**src/rtl/slc3_mem_pkg.sv**
```systemverilog
// Shared types and constants for the SLC-3 memory arbiter.
package slc3_mem_pkg;

  typedef enum logic [1:0] {
    IDLE   = 2'd0,
    ACCESS = 2'd1,
    DONE   = 2'd2
  } state_e;

  typedef enum logic {
    OWN_CPU = 1'b0,
    OWN_LD  = 1'b1
  } owner_e;

  // Memory-mapped I/O word (switches on read, hex display on write).
  localparam logic [15:0] IO_ADDR = 16'hFFFF;

endpackage

```
**src/rtl/slc3_mem_arbiter_if.sv**
```systemverilog
// Bus bundle between the CPU, the memory-init loader, the SRAM pins and the board I/O.
// The slave modport is the arbiter's view; master is the view of everything around it.
interface slc3_mem_arbiter_if #(
  parameter int unsigned AW = 16,
  parameter int unsigned DW = 16
);

  // CPU side
  logic          cpu_req;
  logic          cpu_we;
  logic [AW-1:0] cpu_addr;
  logic [DW-1:0] cpu_wdata;
  logic [DW-1:0] cpu_rdata;
  logic          cpu_ready;

  // Loader side (write only)
  logic          ld_req;
  logic [AW-1:0] ld_addr;
  logic [DW-1:0] ld_wdata;
  logic          ld_ready;

  // SRAM pins
  logic          sram_ce_n;
  logic          sram_oe_n;
  logic          sram_we_n;
  logic [AW-1:0] sram_addr;
  logic [DW-1:0] sram_wdata;
  logic [DW-1:0] sram_rdata;

  // Board I/O
  logic [9:0]    SW;
  logic [15:0]   hex_out;

  modport slave (
    input  cpu_req, cpu_we, cpu_addr, cpu_wdata,
    output cpu_rdata, cpu_ready,
    input  ld_req, ld_addr, ld_wdata,
    output ld_ready,
    output sram_ce_n, sram_oe_n, sram_we_n, sram_addr, sram_wdata,
    input  sram_rdata,
    input  SW,
    output hex_out
  );

  modport master (
    output cpu_req, cpu_we, cpu_addr, cpu_wdata,
    input  cpu_rdata, cpu_ready,
    output ld_req, ld_addr, ld_wdata,
    input  ld_ready,
    input  sram_ce_n, sram_oe_n, sram_we_n, sram_addr, sram_wdata,
    output sram_rdata,
    output SW,
    input  hex_out
  );

endinterface

```
**src/rtl/slc3_mem_io_port.sv**
```systemverilog
// Memory-mapped I/O word: hex display register (write) and switch read mux (read).
// Only instantiated when SLC3_IO_MAP_EN is defined.
module slc3_mem_io_port #(
  parameter int unsigned DW = 16
) (
  input  logic          Clk,
  input  logic          Reset,
  input  logic          wr_en_i,
  input  logic [DW-1:0] wdata_i,
  input  logic [9:0]    sw_i,
  output logic [15:0]   hex_o,
  output logic [DW-1:0] rdata_o
);

  logic [15:0] hex_q;

  // Hex display register, loaded by a CPU write to the I/O word.
  always_ff @(posedge Clk) begin
    if (Reset) begin
      hex_q <= 16'h0000;
    end else if (wr_en_i) begin
      hex_q <= wdata_i[15:0];
    end
  end

  assign hex_o   = hex_q;
  assign rdata_o = DW'({6'b000000, sw_i});

endmodule

```
**src/rtl/slc3_mem_arbiter.sv**
```systemverilog
// Shares the single SRAM port between the SLC-3 CPU and the memory-init loader.
// Each access holds the SRAM strobes for WAIT_CYCLES cycles, then pulses the owner's ready.
// The loader has absolute priority; requests are sampled only in IDLE.
// Optional feature: define SLC3_IO_MAP_EN to decode CPU accesses to 0xFFFF as board I/O
// (read returns the switches, write loads the hex register) without touching the SRAM.
module slc3_mem_arbiter
  import slc3_mem_pkg::*;
#(
  parameter int unsigned WAIT_CYCLES = 2,
  parameter int unsigned AW          = 16,
  parameter int unsigned DW          = 16
) (
  input logic              Clk,
  input logic              Reset,
  slc3_mem_arbiter_if.slave bus
);

  localparam int unsigned CntW = (WAIT_CYCLES > 1) ? $clog2(WAIT_CYCLES) : 1;
  localparam logic [CntW-1:0] CntLoad = CntW'(WAIT_CYCLES - 1);

  if (WAIT_CYCLES < 1) begin : g_bad_wait
    $error("slc3_mem_arbiter: WAIT_CYCLES must be >= 1");
  end

  state_e          state_q, state_d;
  owner_e          owner_q, owner_d;
  logic            we_q, we_d;
  logic [AW-1:0]   addr_q, addr_d;
  logic [DW-1:0]   wdata_q, wdata_d;
  logic [CntW-1:0] cnt_q, cnt_d;
  logic [DW-1:0]   rdata_q, rdata_d;

`ifdef SLC3_IO_MAP_EN
  logic          io_hit;
  logic          io_wr;
  logic [DW-1:0] io_rdata;

  assign io_hit = (bus.cpu_addr == AW'(IO_ADDR));

  slc3_mem_io_port #(
    .DW(DW)
  ) u_io_port (
    .Clk     (Clk),
    .Reset   (Reset),
    .wr_en_i (io_wr),
    .wdata_i (bus.cpu_wdata),
    .sw_i    (bus.SW),
    .hex_o   (bus.hex_out),
    .rdata_o (io_rdata)
  );
`else
  assign bus.hex_out = 16'h0000;
`endif

  // Next-state: grant in IDLE (loader first), count wait states in ACCESS, one DONE cycle.
  always_comb begin
    state_d = state_q;
    owner_d = owner_q;
    we_d    = we_q;
    addr_d  = addr_q;
    wdata_d = wdata_q;
    cnt_d   = cnt_q;
    rdata_d = rdata_q;
`ifdef SLC3_IO_MAP_EN
    io_wr   = 1'b0;
`endif
    unique case (state_q)
      IDLE: begin
        if (bus.ld_req) begin
          owner_d = OWN_LD;
          we_d    = 1'b1;
          addr_d  = bus.ld_addr;
          wdata_d = bus.ld_wdata;
          cnt_d   = CntLoad;
          state_d = ACCESS;
        end else if (bus.cpu_req) begin
          owner_d = OWN_CPU;
          we_d    = bus.cpu_we;
          addr_d  = bus.cpu_addr;
          wdata_d = bus.cpu_wdata;
          cnt_d   = CntLoad;
          state_d = ACCESS;
`ifdef SLC3_IO_MAP_EN
          // I/O word bypasses the SRAM entirely and completes in one cycle.
          if (io_hit) begin
            state_d = DONE;
            if (bus.cpu_we) begin
              io_wr = 1'b1;
            end else begin
              rdata_d = io_rdata;
            end
          end
`endif
        end
      end
      ACCESS: begin
        if (cnt_q == '0) begin
          if (!we_q) begin
            rdata_d = bus.sram_rdata;
          end
          state_d = DONE;
        end else begin
          cnt_d = cnt_q - 1'b1;
        end
      end
      DONE: begin
        state_d = IDLE;
      end
      default: begin
        state_d = IDLE;
      end
    endcase
  end

  // State and latched transaction registers; Reset aborts any access in flight.
  always_ff @(posedge Clk) begin
    if (Reset) begin
      state_q <= IDLE;
      owner_q <= OWN_CPU;
      we_q    <= 1'b0;
      addr_q  <= '0;
      wdata_q <= '0;
      cnt_q   <= '0;
      rdata_q <= '0;
    end else begin
      state_q <= state_d;
      owner_q <= owner_d;
      we_q    <= we_d;
      addr_q  <= addr_d;
      wdata_q <= wdata_d;
      cnt_q   <= cnt_d;
      rdata_q <= rdata_d;
    end
  end

  // Strobes are decoded from the state, so they rise on the same edge that leaves ACCESS.
  assign bus.sram_ce_n  = (state_q != ACCESS);
  assign bus.sram_oe_n  = !((state_q == ACCESS) && !we_q);
  assign bus.sram_we_n  = !((state_q == ACCESS) && we_q);
  assign bus.sram_addr  = addr_q;
  assign bus.sram_wdata = wdata_q;

  assign bus.cpu_rdata  = rdata_q;
  assign bus.cpu_ready  = (state_q == DONE) && (owner_q == OWN_CPU);
  assign bus.ld_ready   = (state_q == DONE) && (owner_q == OWN_LD);

endmodule

```
**src/flat_wrapper.sv**
```systemverilog
// flat-port wrapper written by rule: the top's interface ports become plain ports
module slc3_mem_arbiter_flat import slc3_mem_pkg::*;
#(
  parameter int unsigned WAIT_CYCLES = 2,
  parameter int unsigned AW          = 16,
  parameter int unsigned DW          = 16
)
  (Clk, Reset, bus_cpu_req, bus_cpu_we, bus_cpu_addr, bus_cpu_wdata, bus_cpu_rdata, bus_cpu_ready, bus_ld_req, bus_ld_addr, bus_ld_wdata, bus_ld_ready, bus_sram_ce_n, bus_sram_oe_n, bus_sram_we_n, bus_sram_addr, bus_sram_wdata, bus_sram_rdata, bus_SW, bus_hex_out);
  slc3_mem_arbiter_if #(.AW(AW), .DW(DW)) bus_i ();
  input logic Clk;
  input logic Reset;
  input wire logic [$bits(bus_i.cpu_req)-1:0] bus_cpu_req;
  input wire logic [$bits(bus_i.cpu_we)-1:0] bus_cpu_we;
  input wire logic [$bits(bus_i.cpu_addr)-1:0] bus_cpu_addr;
  input wire logic [$bits(bus_i.cpu_wdata)-1:0] bus_cpu_wdata;
  output wire logic [$bits(bus_i.cpu_rdata)-1:0] bus_cpu_rdata;
  output wire logic [$bits(bus_i.cpu_ready)-1:0] bus_cpu_ready;
  input wire logic [$bits(bus_i.ld_req)-1:0] bus_ld_req;
  input wire logic [$bits(bus_i.ld_addr)-1:0] bus_ld_addr;
  input wire logic [$bits(bus_i.ld_wdata)-1:0] bus_ld_wdata;
  output wire logic [$bits(bus_i.ld_ready)-1:0] bus_ld_ready;
  output wire logic [$bits(bus_i.sram_ce_n)-1:0] bus_sram_ce_n;
  output wire logic [$bits(bus_i.sram_oe_n)-1:0] bus_sram_oe_n;
  output wire logic [$bits(bus_i.sram_we_n)-1:0] bus_sram_we_n;
  output wire logic [$bits(bus_i.sram_addr)-1:0] bus_sram_addr;
  output wire logic [$bits(bus_i.sram_wdata)-1:0] bus_sram_wdata;
  input wire logic [$bits(bus_i.sram_rdata)-1:0] bus_sram_rdata;
  input wire logic [$bits(bus_i.SW)-1:0] bus_SW;
  output wire logic [$bits(bus_i.hex_out)-1:0] bus_hex_out;
  assign bus_i.cpu_req = bus_cpu_req;
  assign bus_i.cpu_we = bus_cpu_we;
  assign bus_i.cpu_addr = bus_cpu_addr;
  assign bus_i.cpu_wdata = bus_cpu_wdata;
  assign bus_cpu_rdata = bus_i.cpu_rdata;
  assign bus_cpu_ready = bus_i.cpu_ready;
  assign bus_i.ld_req = bus_ld_req;
  assign bus_i.ld_addr = bus_ld_addr;
  assign bus_i.ld_wdata = bus_ld_wdata;
  assign bus_ld_ready = bus_i.ld_ready;
  assign bus_sram_ce_n = bus_i.sram_ce_n;
  assign bus_sram_oe_n = bus_i.sram_oe_n;
  assign bus_sram_we_n = bus_i.sram_we_n;
  assign bus_sram_addr = bus_i.sram_addr;
  assign bus_sram_wdata = bus_i.sram_wdata;
  assign bus_i.sram_rdata = bus_sram_rdata;
  assign bus_i.SW = bus_SW;
  assign bus_hex_out = bus_i.hex_out;
  slc3_mem_arbiter #(.WAIT_CYCLES(WAIT_CYCLES), .AW(AW), .DW(DW)) u_core (.Clk(Clk), .Reset(Reset), .bus(bus_i));
endmodule
```
**config.mk**
```make
export PLATFORM = sky130hd
export DESIGN_NAME = slc3_mem_arbiter_flat
export DESIGN_NICKNAME = d
export VERILOG_FILES = /design/src/rtl/slc3_mem_pkg.sv /design/src/rtl/slc3_mem_arbiter_if.sv /design/src/rtl/slc3_mem_io_port.sv /design/src/rtl/slc3_mem_arbiter.sv /design/src/flat_wrapper.sv
export SDC_FILE = /design/constraint.sdc
export NUM_CORES = 1
export LEC_CHECK = 0
export ABC_AREA = 1
export CORE_MARGIN = 5
export CORE_UTILIZATION = 34
export CTS_CLUSTER_DIAMETER = 200
export DETAILED_ROUTE_END_ITERATION = 8
export GPL_TIMING_DRIVEN = 1
export PLACE_DENSITY = 0.76
export SLEW_MARGIN = 15
export SYNTH_ARGS = -nofsm -noshare
export SYNTH_HDL_FRONTEND = slang
export SYNTH_SLANG_ARGS = --single-unit
```
**constraint.sdc**
```tcl
create_clock -name Clk -period 1.2 [get_ports Clk]
set_clock_uncertainty 0.05 [all_clocks]
set_input_delay 0.12 -clock Clk [delete_from_list [all_inputs] [get_ports Clk]]
set_output_delay 0.12 -clock Clk [all_outputs]
set_load 0.05 [all_outputs]
```
# Yosys cells after proc, flatten, opt, wreduce, memory -nomap -nowiden
# Cells that the tools add are included.
# Widths: inputs -> output; s select.
[classes]
mux = 16
n_eq_ne = 5
n_reduce_logical = 14
n_addsub = 1
bitwise_logic = 3
[op_table]
columns = ["cell", "n"]
rows = [
  ["$mux 16", 4],
  ["$mux 1", 7],
  ["$mux 2", 3],
  ["$reduce_and 2->1", 3],
  ["$logic_and 1x1->1", 4],
  ["$pmux 2 s2", 1],
  ["$reduce_bool 2->1", 2],
  ["$logic_not 1->1", 3],
  ["$ne 3x3->1 const B", 1],
  ["$not 1->1", 3],
  ["$reduce_and 3->1", 1],
  ["$eq 2x1->1 const B", 1],
  ["$eq 2x2->1 const B", 1],
  ["$logic_not 2->1", 1],
  ["$ne 2x1->1 const B", 1],
  ["$ne 2x2->1 const B", 1],
  ["$pmux 1 s2", 1],
  ["$sub 1x1->1 const B", 1],
]
[totals]
wordCells = 46
out_inout_bits = 69
reg_bits = 53
inputBits = 95

# Longest topological paths before layout
# Gate-level depths: netlist of run 1.
[logic_depth]
word_depth = 3
mapped_depth = 9
mapped_depth_nobuf = 6

# Worst setup path before layout of run 1
# Ideal clock, no wire load.
[synth_path]
kind = "register -> output"
start = "reg u_core.state_q[1]"
end = "out bus_cpu_ready"
t_arrival_ps = 1550
required_ps = 1030
path_stages_with_launch = 3
path_slack_ps = -520
n_path_buf = 0
cell_sequence = "dfxtp_1 inv_1 nor3_1"
[synth_between]
elab_chain_cells = 2
[synth_lines]
columns = ["element", "line", "text"]
rows = [
  ["start, declared", "slc3_mem_arbiter.sv:25", "state_e state_q, state_d;"],
  ["start signal, assigned", "slc3_mem_arbiter.sv:126", "state_q <= state_d;"],
  ["$eq 2x2->1", "slc3_mem_arbiter.sv:144", "assign bus.cpu_ready = (state_q == DONE) && (owner_q == OWN_CPU);"],
  ["$logic_and 1x1->1", "slc3_mem_arbiter.sv:144", ""],
  ["end, declared", "flat_wrapper.sv:17", "output wire logic [$bits(bus_i.cpu_ready)-1:0] bus_cpu_ready;"],
]
# No other way between the ends.

# Worst setup path after layout of run 1
[layout_path]
start = "reg u_core.state_q[1]"
end = "out bus_sram_we_n"
[layout_between]
elab_chain_cells = 3
[layout_lines]
columns = ["element", "line", "text"]
rows = [
  ["$eq 2x1->1", "slc3_mem_arbiter.sv:139", "assign bus.sram_we_n = !((state_q == ACCESS) && we_q);"],
  ["$logic_and 1x1->1", "slc3_mem_arbiter.sv:139", ""],
  ["$logic_not 1->1", "slc3_mem_arbiter.sv:139", ""],
  ["end, declared", "flat_wrapper.sv:24", "output wire logic [$bits(bus_i.sram_we_n)-1:0] bus_sram_we_n;"],
]
# No other way between the ends.

==> results of run 1 <==
-- logic make-up (layout without fill, tap and decap cells) --
group                  Yosys count  after routing  synth area share
DFF                             53             53            0.3798
buffers and inverters           96            236            0.1742
and+or+nand+nor                292            292            0.4107
other                            1             16          0.001342
AOI/OAI and AO/OA               19             19           0.03403
-- area by class of cell --
type / count / share of cell area
Clock buffer: 7 / 0.01747
Clock inverter: 1 / 0.0009076
Inverter: 55 / 0.03835
Multi-Input combinational cell: 327 / 0.2793
Sequential cell: 53 / 0.1936
Tap cell: 105 / 0.02383
Timing Repair Buffer: 173 / 0.4466
-- cell usage after synthesis, types with 2 or more instances --
master	instances
nand2_1	183
nand3_1	17
a21oi_1	19
dfxtp_1	53
buf_4	20
buf_6	5
nor2_1	85
clkbuf_1	6
inv_1	53
nor3_1	2
nor2_4	2
buf_2	9
-- per-layer routing --
layer,up-vias,global-route usage,share of wire
met5,-,0,0
met4,0,0.04974,0.015
met1,1390,0.1792,0.39
met2,107,0.3058,0.52
met3,12,0.05329,0.076
li1,1626,-,-
-- per-stage QoR --
step	hold slack (ns)	total power (uW)	utilization
final	0.4091	6696	0.6814
after global routing	0.3951	7034	0.6814
after CTS	0.3954	6436	0.6427
after detailed placement	0.4534	5008	0.5867
after global placement	0.4404	4949	0.5867
after floorplan	0.1391	3701	-
-- power breakdown --
part / internal (uW) / switching (uW)
combinational: 1680 / 1740
sequential: 1970 / 221
clock: 523 / 559
total: 4170 / 2520
-- worst register-to-register path, delay by kind of cell (launching register included) --
| family | cells | cell delay, ns |
|---|---|---|
| flip-flops | 1 | 0.38 |
| buffers and inverters | 3 | 0.42 |
| AND/OR/NAND/NOR | 5 | 0.41 |
-- what timing repair did --
action / in CTS / in global routing
resized for setup: 47 / 51
pin swaps: 6 / 10
buffers inserted: 13 / 0
gates cloned: 4 / 8
hold endpoints to repair: 0 / 0
setup endpoints to repair: 36 / 55
-- worst paths after layout --
check	from	endpoint	slack (ns)
setup / recovery	u_core.state_q[1]$_SDFFE_PP0P_	bus_sram_we_n	-0.13
hold / removal	bus_cpu_we	u_core.we_q$_SDFFE_PP0P_	0.41
setup reg to reg	u_core.state_q[1]$_SDFFE_PP0P_	u_core.bus.sram_addr[1]$_SDFFE_PP0P_	-0.12
hold reg to reg	u_core.cnt_q$_SDFFE_PP0P_	u_core.state_q[1]$_SDFFE_PP0P_	0.46
-- state kept, by name, summed over array words and instances (netlist names) --
name,flops
u_core.bus.cpu_rdata,16
u_core.bus.sram_addr,16
u_core.bus.sram_wdata,16
u_core.state_q,2
u_core.cnt_q,1
u_core.owner_q,1
u_core.we_q,1
==> summary.md, run 1 <==
| Metric | Value |
|---|---|
| Critical-path top delay cell | dfxtp_4 |
| Required @ worst endpoint | 1.03 ns |
| Seq/Total Area, Yosys | 0.3798 |
| H-tree depth | 2 |
| Peak supply drop | roughly 560 uV |
| Register area | 1067 um^2 |
| Starting Density | 0.3452 |
| Finished Layout Cells | 721 |
| Post-DP HPWL | roughly 6200 um |
| Vias per inst | ~4.3 |
| Clk Tree Root Cell | clkbuf_8 |
| Max Cap Violations | 0 |
| DP Cell Count | 691 |
| Yosys cell types | 19 |
| ANT nets after route | 0 |
| I/O pin total | 164 |
| Worst Reg-to-Reg Cells | 8 |
| Initial antenna violation count | 0 |
| Yosys Warn Count | 0 |
| Total stage count of the critical path | 4 |
| Synth area leaders | dfxtp_1, nand2_1, nor2_1 |
| WS Path Type | flip-flop to output pin |
| Crit path max-delay family | flip-flops |
| Fillers | about 630 |
| DR vias | around 3100 |
| Final wirelength | slightly above 9000 um |
| Min cycle time layout | between 1 and 1.5 ns |
| Max-slew violation count | 0 |
| Pwr dens | between 1000 and 1500 nW/um^2 |
| CP Launch Type | flip-flop |
| Fin. Hold Viols | 0 |
| CTS Hold Bufs | 0 |
| GRT Overall Usage | 0.1660 |
| Final instance area | 5514 um^2 |
| Yosys reg bits | 53 |
| Unrepaired setup endpoints after global routing | true |
| Slowest Stage Delay on Critical Path | 0.38 ns |
| Die footprint | between 10000 and 15000 um^2 |
| Setup ws final | -0.1300 ns |
| Worst path arrival time | ~1.2 ns |
| Failing checks | setup timing |
| EDFF count, synth | 0 |
| Share of layout cells above drive strength 1 | 0.2727 |
| DRC viols | 0 |
| Final setup fails | 49 |
| ANT cells | 0 |
| Commonest cells after routing, fill and taps aside | nand2_1, clkdlybuf4s50_1, nor2_1, buf_12, inv_1 |
| First-pass GRT wire length | between 10000 and 15000 um |
| Synth top area share | 0.3798 |
| Highest fanout seen on the critical path | 5 |
| 1st-pass router iterations | 4 |
| Synth async-reset ratio | 0 |
| GR Overflow Total | 0 |
| Crit. End Element | output pin |
| Post-Place Cell Area | ~4700 um^2 |
| Area of the multi-input gates | approximately 1500 um^2 |
| Hold crit path type | primary input to flip-flop |
| CTS tree | built |
| Crit-path cells | nor2_4 -> buf_6 -> nand2_4 -> buf_8 |
| Leak | around 0.0026 uW |
| Core ar. | roughly 8100 um^2 |
| Vias in the first global route | between 3000 and 4000 |
| Commonest non-fill, non-tap cell in the layout | nand2_1 |
| Die H | just over 100 um |
| Clock sink total | 53 |
| Post-Synthesis Cells | 461 |
| Reg clk slew, reported paths | about 0.090 ns |
| Syn Area/Cell | around 6 um^2 |
| CTS Buffer Depth | 2 |
| Worst skew pair latency | roughly 0.30 ns |
| WL/cell | between 10 and 15 um |
| Fin crit share | 1.108 |
| Outcome | finished, violations left |
| Crit path buf inv count | 2 |
| Final GP Congestion | approximately 0.74 |
| Mapped cell area | approximately 2800 um^2 |
| Dominant cell type by area after synthesis | dfxtp_1 |
| Sum Neg Setup Slack | -3.734 ns |
| Largest net degree at the start of global routing | 52 |
| WHS Path Cells | 3 |
| Area Growth Syn to Fin | 97.36% |
| Fmax | between 0.7 and 0.8 GHz |
| Placement Setup Slack | -0.3434 ns |
| Cts bufs inserted | 5 |
| IO Port Bufs | ~140 |
| Prevailing post-synth register cell | dfxtp_1 |
| Die Wd | 100.7 um |
| Initial detailed-routing violation count | approximately 120 |
| # rows | 33 |
| # nets final | between 700 and 800 |
No activity file was read; power rests on OpenSTA's default activity.
==> run 2, diff against run 1 <==
REMOVE_ABC_BUFFERS = 1   (was default)
==> run 2 against run 1 <==
The flow still finishes with violations (setup timing). Register-to-register slack gained 0.03 ns. Critical path depth is the same. First-iteration DRC count shrank 53%. Worst hold slack lost 0.038 ns. Clock power grew 17%. Cell count shrank 0.97%. Combinational power shrank 5%. Sequential share of layout area grew 0.43 points. Maximum frequency grew 2.7%. Final area shrank 2.1%. Utilization shrank 1.4 points. Largest power group unchanged.
==> summary.md, run 2 (same netlist as run 1, synthesis figures left out) <==
| Metric | Value |
|---|---|
| Pwr dens | about 1200 nW/um^2 |
| Worst reg2reg path startpoint | u_core.state_q[0]$_SDFFE_PP0P_ |
| Switch Pwr | roughly 2500 uW |
| Clock sink total | between 50 and 60 |
| Max-slew violation count | 0 |
| Die Wd | 100.7 um |
| ANT cells | 0 |
| Clk Tree Root Cell | clkbuf_8 |
| WL/cell | 12.42 um |
| Largest net degree at the start of global routing | 33 |
| Finished Layout Cells | just over 700 |
| WHS | between 0.3 and 0.4 ns |
| WL met1 | 3397 um |
| 1st-pass router iterations | 4 |
| Core ar. | slightly above 8000 um^2 |
| GRT Overall Usage | 0.1585 |
| Highest fanout seen on the critical path | 4 |
| Fmax | between 0.7 and 0.8 GHz |
| Outcome | finished, violations left |
| CTS Buffer Depth | 2 |
| Starting Density | 0.3452 |
| Switching fraction of total power | 0.3745 |
| Failing checks | setup timing |
| Power share of the combinational group | 0.487 |
| DP Cell Count | 694 |
| Share of layout cells above drive strength 1 | 0.2709 |
| Crit-path cells | inv_1 -> nor3_2 -> buf_4 -> buf_12 |
| Reg-to-reg endpoint | u_core.bus.sram_addr[2]$_SDFFE_PP0P_ |
| Final GP Congestion | between 0.7 and 0.8 |
| Vias per inst | between 4 and 5 |
| Post-DP HPWL | 6061 um |
| Pint | roughly 4200 uW |
| Die footprint | just over 10000 um^2 |
| Met2 wire len | between 4000 and 5000 um |
| H-tree depth | 2 |
| # rows | 33 |
| Fin crit share | 1.079 |
| Met3 wire length | approximately 810 um |
| Critical-path top delay cell | dfxtp_4 |
| Area Growth Syn to Fin | 93.28% |
| Commonest cells after routing, fill and taps aside | nand2_1, clkdlybuf4s50_1, nor2_1, buf_12 |
| Final wirelength | 8870 um |
| Slowest Stage Delay on Critical Path | 0.38 ns |
| CP Launch Type | flip-flop |
| Initial detailed-routing violation count | between 50 and 60 |
| Min-delay src | bus_cpu_we |
| Vias in the first global route | about 2900 |
| WS Path Type | flip-flop to output pin |
| R2R Setup Slk | -0.09 ns |
| Clock power frac | 0.187 |
| Setup ws final | -0.09489 ns |
| CTS Hold Bufs | 0 |
| ANT nets after route | 0 |
| Final setup fails | 56 |
| Cts bufs inserted | 5 |
| Worst Hold End | u_core.we_q$_SDFFE_PP0P_ |
| Leak | ~0.0025 uW |
| Part of the power in registers | 0.326 |
| Commonest non-fill, non-tap cell in the layout | nand2_1 |
| DR vias | 3092 |
| I/O pin total | 164 |
| Die H | around 100 um |
| GR Overflow Total | 0 |
| CTS tree | built |
| Hold crit path type | primary input to flip-flop |
| WHS Path Cells | 3 |
| Worst Reg-to-Reg Cells | 7 |
| Sum Neg Setup Slack | -3.209 ns |
| Worst skew pair latency | 0.30 ns |
| Fin. Hold Viols | 0 |
| Worst path arrival time | 1.12 ns |
| Overall Power | about 6700 uW |
| DRC viols | 0 |
| Min cycle time layout | roughly 1.3 ns |
| First-pass GRT wire length | roughly 13000 um |
| Unrepaired setup endpoints after global routing | true |
| Peak supply drop | around 630 uV |
| Top sig layer | met4 |
| # nets final | about 700 |
| Max Cap Violations | 0 |
| Initial antenna violation count | 0 |
| Crit. End Element | output pin |
| IO Port Bufs | about 140 |
| Required @ worst endpoint | between 1 and 1.5 ns |
| Reg clk slew, reported paths | ~0.09 ns |
run 2: cell count changes in the layout (fill, tap and decap cells not counted), sizes merged:
cell	previous run	this run
buf	82	78
clkbuf	14	10
bufinv	0	1
clkinv	2	1
clkinvlp	0	1
run 2: metrics by stage:
step | util | worst slack [ns] | area (um^2)
floorplan | - | -0.5629 | 2572
global placement | 0.5867 | -0.2193 | 4748
detailed placement | 0.5867 | -0.2462 | 4748
CTS | 0.6269 | -0.1153 | 5074
global route | 0.6673 | -0.1806 | 5400
finish | 0.6673 | -0.09489 | 5400
run 2: worst max path at each step:
stage / from / endpoint / slack (ns) / depth (start not counted)
floorplan: u_core.we_q$_SDFFE_PP0P_ / u_core.bus.cpu_rdata[0]$_SDFFE_PP0P_ / -0.56 / 4
global placement: bus_ld_req / u_core.bus.sram_addr[15]$_SDFFE_PP0P_ / -0.22 / 6
detailed placement: bus_ld_req / u_core.bus.sram_addr[11]$_SDFFE_PP0P_ / -0.25 / 6
CTS: u_core.state_q[1]$_SDFFE_PP0P_ / bus_cpu_ready / -0.12 / 4
global route: u_core.state_q[0]$_SDFFE_PP0P_ / u_core.bus.sram_addr[2]$_SDFFE_PP0P_ / -0.18 / 7
finish: u_core.state_q[1]$_SDFFE_PP0P_ / bus_cpu_ready / -0.09 / 4
run 2: final cells by class:
class                           count  area [um^2]
Clock buffer                        6        82.58
Clock inverter                      2        37.54
Sequential cell                    53         1069
Inverter                           55        211.5
Fill cell                         618         2693
Multi-Input combinational cell    327         1573
Timing Repair Buffer              166         2296
Tap cell                          105        131.4
run 2: worst max-delay path, delay by kind of cell, from the launching register on:
kind | cells | cell delay, ns
flops | 1 | 0.38
buf+inv | 3 | 0.32
simple gates | 1 | 0.11
run 2: repair_timing:
action,CTS,global route
buffers inserted,5,0
gates resized for setup,30,67
pin swaps,5,9
cloned,3,4
endpoints found under the setup margin,33,56
run 2: power by group through the flow:
stage / Combinational [uW] / Clock (uW) / Sequential (uW)
finish: 3260 / 1260 / 2190
global route: 3460 / 1370 / 2210
CTS: 2990 / 1300 / 2190
detailed placement: 2790 / 0 / 2220
global placement: 2750 / 0 / 2210
floorplan: 790 / 0 / 2760
run 2: routing by layer:
| metal | vias to the layer above | track usage |
|---|---|---|
| met1 | 1365 | 0.1758 |
| met2 | 106 | 0.2790 |
| li1 | 1612 | - |
| met3 | 9 | 0.06436 |
| met5 | - | 0 |
| met4 | 0 | 0.04249 |
